`src/rtl/frame_serializer.sv`:
```
// frame_serializer: captures an NROW x NCOL frame per handshake and streams it word by word, row-major.
// Define FRAME_SERIALIZER_SKID_EN to add a shadow frame so back-to-back frames stream with no bubble.
module frame_serializer #(
    parameter int unsigned DW   = 11,
    parameter int unsigned NROW = 2,
    parameter int unsigned NCOL = 4,
    localparam int unsigned RW  = (NROW > 1) ? $clog2(NROW) : 1,
    localparam int unsigned CW  = (NCOL > 1) ? $clog2(NCOL) : 1
) (
    input  logic          clk,
    input  logic          rst,
    input  logic          i_valid,
    output logic          i_ready,
    input  logic [DW-1:0] i_data [NROW][NCOL],
    output logic          o_valid,
    input  logic          o_ready,
    output logic [DW-1:0] o_data,
    output logic [RW-1:0] o_row,
    output logic [CW-1:0] o_col,
    output logic          o_last
);

    localparam logic [RW-1:0] RowLast = RW'(NROW - 1);
    localparam logic [CW-1:0] ColLast = CW'(NCOL - 1);

    typedef enum logic {StIdle, StSend} state_e;

    state_e        r_state;
    state_e        w_state_nxt;
    logic [DW-1:0] r_active [NROW][NCOL];
    logic          r_valid;
    logic [DW-1:0] r_data;
    logic [RW-1:0] r_row;
    logic [CW-1:0] r_col;

    logic          w_in_hs;
    logic          w_out_hs;
    logic          w_last_hs;
    logic          w_load_in;
    logic          w_load_shadow;
    logic [RW-1:0] w_row_nxt;
    logic [CW-1:0] w_col_nxt;
    logic [DW-1:0] w_shadow_first;

    assign o_valid   = r_valid;
    assign o_data    = r_data;
    assign o_row     = r_row;
    assign o_col     = r_col;
    assign o_last    = r_valid && (r_row == RowLast) && (r_col == ColLast);

    assign w_in_hs   = i_valid && i_ready;
    assign w_out_hs  = r_valid && o_ready;
    assign w_last_hs = w_out_hs && o_last;

`ifdef FRAME_SERIALIZER_SKID_EN
    logic [DW-1:0] r_shadow [NROW][NCOL];
    logic          r_shadow_full;
    logic          w_shadow_wr;

    assign i_ready        = !r_shadow_full;
    assign w_load_shadow  = w_last_hs && r_shadow_full;
    // A frame offered while the last word leaves (shadow empty) goes straight to active.
    assign w_load_in      = w_in_hs && ((r_state == StIdle) || w_last_hs);
    assign w_shadow_wr    = w_in_hs && (r_state == StSend) && !w_last_hs;
    assign w_shadow_first = r_shadow[0][0];

    always_ff @(posedge clk or negedge rst) begin
        if (!rst) begin
            r_shadow_full <= 1'b0;
            for (int unsigned r = 0; r < NROW; r++) begin
                for (int unsigned c = 0; c < NCOL; c++) begin
                    r_shadow[r][c] <= '0;
                end
            end
        end else begin
            if (w_shadow_wr) begin
                r_shadow      <= i_data;
                r_shadow_full <= 1'b1;
            end else if (w_load_shadow) begin
                r_shadow_full <= 1'b0;
            end
        end
    end
`else
    assign i_ready        = (r_state == StIdle);
    assign w_load_in      = w_in_hs;
    assign w_load_shadow  = 1'b0;
    assign w_shadow_first = '0;
`endif

    always_comb begin
        w_col_nxt = r_col + 1'b1;
        w_row_nxt = r_row;
        if (r_col == ColLast) begin
            w_col_nxt = '0;
            w_row_nxt = (r_row == RowLast) ? '0 : r_row + 1'b1;
        end
    end

    always_ff @(posedge clk or negedge rst) begin
        if (!rst) begin
            r_state <= StIdle;
        end else begin
            r_state <= w_state_nxt;
        end
    end

    always_comb begin
        w_state_nxt = r_state;
        unique case (r_state)
            StIdle: if (w_in_hs) w_state_nxt = StSend;
            StSend: if (w_last_hs && !w_load_in && !w_load_shadow) w_state_nxt = StIdle;
            default: w_state_nxt = StIdle;
        endcase
    end

    // o_data is registered: it is loaded with the word the index will point at next cycle.
    always_ff @(posedge clk or negedge rst) begin
        if (!rst) begin
            r_valid <= 1'b0;
            r_data  <= '0;
            r_row   <= '0;
            r_col   <= '0;
            for (int unsigned r = 0; r < NROW; r++) begin
                for (int unsigned c = 0; c < NCOL; c++) begin
                    r_active[r][c] <= '0;
                end
            end
        end else begin
            r_valid <= (w_state_nxt == StSend);
            if (w_load_in) begin
                r_active <= i_data;
                r_data   <= i_data[0][0];
                r_row    <= '0;
                r_col    <= '0;
            end else if (w_load_shadow) begin
`ifdef FRAME_SERIALIZER_SKID_EN
                r_active <= r_shadow;
`endif
                r_data   <= w_shadow_first;
                r_row    <= '0;
                r_col    <= '0;
            end else if (w_out_hs) begin
                r_data   <= r_active[w_row_nxt][w_col_nxt];
                r_row    <= w_row_nxt;
                r_col    <= w_col_nxt;
            end
        end
    end

endmodule

```
`config.mk`:
```
export PLATFORM = sky130hd
export DESIGN_NAME = frame_serializer
export DESIGN_NICKNAME = d
export VERILOG_FILES = /design/src/rtl/frame_serializer.sv
export SDC_FILE = /design/constraint.sdc
export NUM_CORES = 1
export LEC_CHECK = 0
export CAP_MARGIN = 20
export CORE_MARGIN = 1
export CORE_UTILIZATION = 51
export CTS_CLUSTER_DIAMETER = 100
export DETAILED_ROUTE_END_ITERATION = 12
export HOLD_SLACK_MARGIN = 0.1
export PLACE_DENSITY = 0.89
export SYNTH_ARGS = -nofsm -noshare
export SYNTH_HDL_FRONTEND = slang
export SYNTH_SLANG_ARGS = --single-unit
```
`constraint.sdc`:
```
create_clock -name clk -period 2.2 [get_ports clk]
set_input_delay 0.55 -clock clk [delete_from_list [all_inputs] [get_ports clk]]
set_output_delay 0.55 -clock clk [all_outputs]
set_load 0.1 [all_outputs]
```
==> results.md <==
* Synth Flop Type: dfrtp_1
* PortBufs at 108
* Fin Hold WS at around 0.51 ns
* Vias in the first global route at 3,661
* Gr usage total at about a quarter
* Worst-Skew Late Latency at approximately 0.36 ns
* Met3 wire len at approximately 690 µm
* Post-DP Area at about 6500 µm²
* GR Overflow Total at 0
* Root Buffer: clkbuf_8
* Post-synth cell types at 21
* Outcome: finished, final reports clean
* Nets at between 500 and 600
* Mapped cell area at about 5200 µm²
* Max Cap Violations at 0
* CTS Sinks at a little over 100
* Cell taking the most area after synthesis: dfrtp_1
* Setup total negative slack at 0 ns
* WL met1 at about 4900 µm
* Skew final at 0.0154 ns
* Residual antenna-violating net count after detailed routing at 0
* Maximum fanout along the worst path at 11
* Drt pass-1 iters at 4
* Internal Power at 0.00597 W
* Filler instances at 700
* Most common cell in the synthesized netlist: mux2_2
* Placement row count at 36
* Syn Nets at 476
* Final worst-path setup slack at just under 0.05 ns
* Pre-CTS WS at about 0.13 ns
* Uppermost routed layer: met4
* Finished Cell Area at 6700 µm²
* Via count at 3,574
* H-tree Lvls at 3
* FF-to-FF path depth at 6
* Avg Inst Size Synth at 13.5 µm²
* Worst-path clk slew at about 0.1 ns
* Io pins at around 110
* FF/Latch Area at about 2600 µm²
* Post-synth ARST share at 100%
* Clock power frac at 11.0%
* Multi-input logic area at 2400 µm²
* P&R area growth vs syn at 29.7%
* RSZ-0062 raised after global routing: no
* Arrival time at the worst endpoint at 1.60 ns
* Met2 WL at about 5500 µm
* Final Hold Fails at 0
* Hold depth at 1
* Max-slew headroom at 50.6%
* Post-route fraction of the period consumed by the critical path at 97.8%
* Sequential share of power at between 30 and 40%
* Antenna violations before repair at 0
* Share of the synthesized area in the top cell type at roughly 50%
* Count of state elements after synthesis at around 100
* Worst setup SP type: register
* Slew Limit Fails at 0
* Routability congestion estimate at approximately 0.9
* Diode count at 0
* Critical Path RT at ~1.7 ns
* Iter 0 DRT Violations at around 220
* Max frequency at around 460 MHz
* Overall routed net length at between 10,000 and 15,000 µm
* Area contributors post-synth: dfrtp_1, mux2_2, mux4_2, mux2i_1, a221o_1
* Power per cell area at about 1500 nW/µm²
* # DRC at 0
* Cts bufs inserted at 9
* WS Path Type: register to primary output
* Synth Warn # at 0
* DP HPWL at 8390 µm
* Post-synth EDFFs at 0
* TritonCTS clock tree: done
* Core ar. at roughly 9800 µm²
* Via/cell ratio at between 5 and 6
* Pin slew with the least headroom to its limit at roughly 0.74 ns
* Crit end category: primary output
* Die Ht at around 100 µm
* Synth Instances at between 300 and 400
* Switching pwr at approximately 0.0041 W
* Global-route wire length before repair at ~18,000 µm
* Initial core utilization at 52.8%
* Die Width at just over 100 µm
* Hold WC Path Type: register to register
* Die area at roughly 11,000 µm²
* Synth cell count leaders: mux2_2, dfrtp_1, mux4_2
* Clock buffer depth at 2
* Pin count of the biggest net entering global routing at 52
* Final worst path period need at 2.15 ns
* Sequential-to-total area share from yosys stat at approximately 50%
* Endpoints failing setup at 0
* Routed wire per std cell at about 18 µm
* Peak VDD IR at around 0.85 mV
* Finished Core Util at ~70%
* Comb power frac at ~55%
* Leak Pwr at 2.79 nW
* Net Sw Frac at between 40% and 50%
* Layout cells sized above 1 at approximately two fifths
-- critical path, cell delays in order, from the launching register on --
cell and delay [ns]:
dfrtp_4 0.51, ha_2 0.20, buf_4 0.18, and3_4 0.20, buf_12 0.16
-- logic make-up (layout without fill, tap and decap cells) --
group	Yosys count	in the layout	synth area share [%]
simple gates	43	43	3.76
compound gates	48	48	5.98
flops	103	103	49.9
xor+xnor	1	1	0.170
fa+ha+maj	1	1	0.242
buf+inv	42	154	3.85
mux	145	145	36.1
-- registers in the layout, indices dropped and copies added (netlist names) --
name	count
r_active	88
o_data	11
o_row	1
o_valid	1
o_col	2
-- stage by stage --
stage | total power, W | cells
floorplan | 0.00743 | 383
global placement | 0.00878 | 610
detailed placement | 0.00899 | 610
CTS | 0.0101 | 628
global route | 0.0107 | 628
finish | 0.0101 | 628
-- cell usage in the layout (no fill, tap or decap), drive strengths merged --
cell type | Yosys | layout
nand2b | 11 | 11
buf | 19 | 35
inv | 12 | 11
dlygate4sd3 | 0 | 1
clkinv | 0 | 4
o21ai | 14 | 14
and3 | 1 | 1
clkinvlp | 0 | 3
mux2 | 110 | 110
xor2 | 1 | 1
dfrtp | 103 | 103
nor2 | 14 | 14
clkdlybuf4s50 | 0 | 90
a221o | 11 | 11
a21oi | 12 | 12
ha | 1 | 1
clkbuf | 11 | 10
a31oi | 11 | 11
mux4 | 22 | 22
nand2 | 16 | 16
mux2i | 13 | 13
nor2b | 1 | 1
-- routing by layer --
metal | global-route usage, % | vias up
met3 | 5.02 | 31
met1 | 31.0 | 1774
met2 | 36.7 | 145
met5 | 0 | -
li1 | - | 1624
met4 | 11.3 | 0
-- layout make-up --
cell class	instances	share of cell area (%)
flip-flops and latches	103	38.6
multi-input cells	238	35.9
repair buffers	126	19.6
well taps	133	2.48
clock buffers	10	2.05
inverters	12	0.728
clock inverters	6	0.691
-- power by group through the flow --
stage	sequential, W	clock (W)	combinational [W]
after floorplan	0.00422	0	0.00321
after global placement	0.00346	0	0.00531
after detailed placement	0.00354	0	0.00545
after CTS	0.00347	0.00114	0.00552
after global routing	0.00360	0.00121	0.00586
final	0.00348	0.00111	0.00550
-- repair_timing --
item,4_1_cts,5_1_grt
hold buffers,1,0
gates cloned,0,0
endpoints found under the hold margin,19,0
resized for setup,0,1
buffers inserted,1,0
setup endpoints to repair,1,1
-- worst paths after layout --
kind	startpoint	to	slack (ns)
setup / recovery	o_col[1]$_DFFE_PN0P_	o_last	0.05
hold / removal	r_active[24]$_DFFE_PN0P_	r_active[24]$_DFFE_PN0P_	0.51
setup reg to reg	o_row$_DFFE_PN0P_	o_data[5]$_DFFE_PN0P_	0.26
hold reg to reg	r_active[24]$_DFFE_PN0P_	r_active[24]$_DFFE_PN0P_	0.51
max in group asynchronous	rst	r_active[61]$_DFFE_PN0P_	0.87
min in group asynchronous	rst	r_active[40]$_DFFE_PN0P_	0.61
Power figures use the tool's default switching activity.
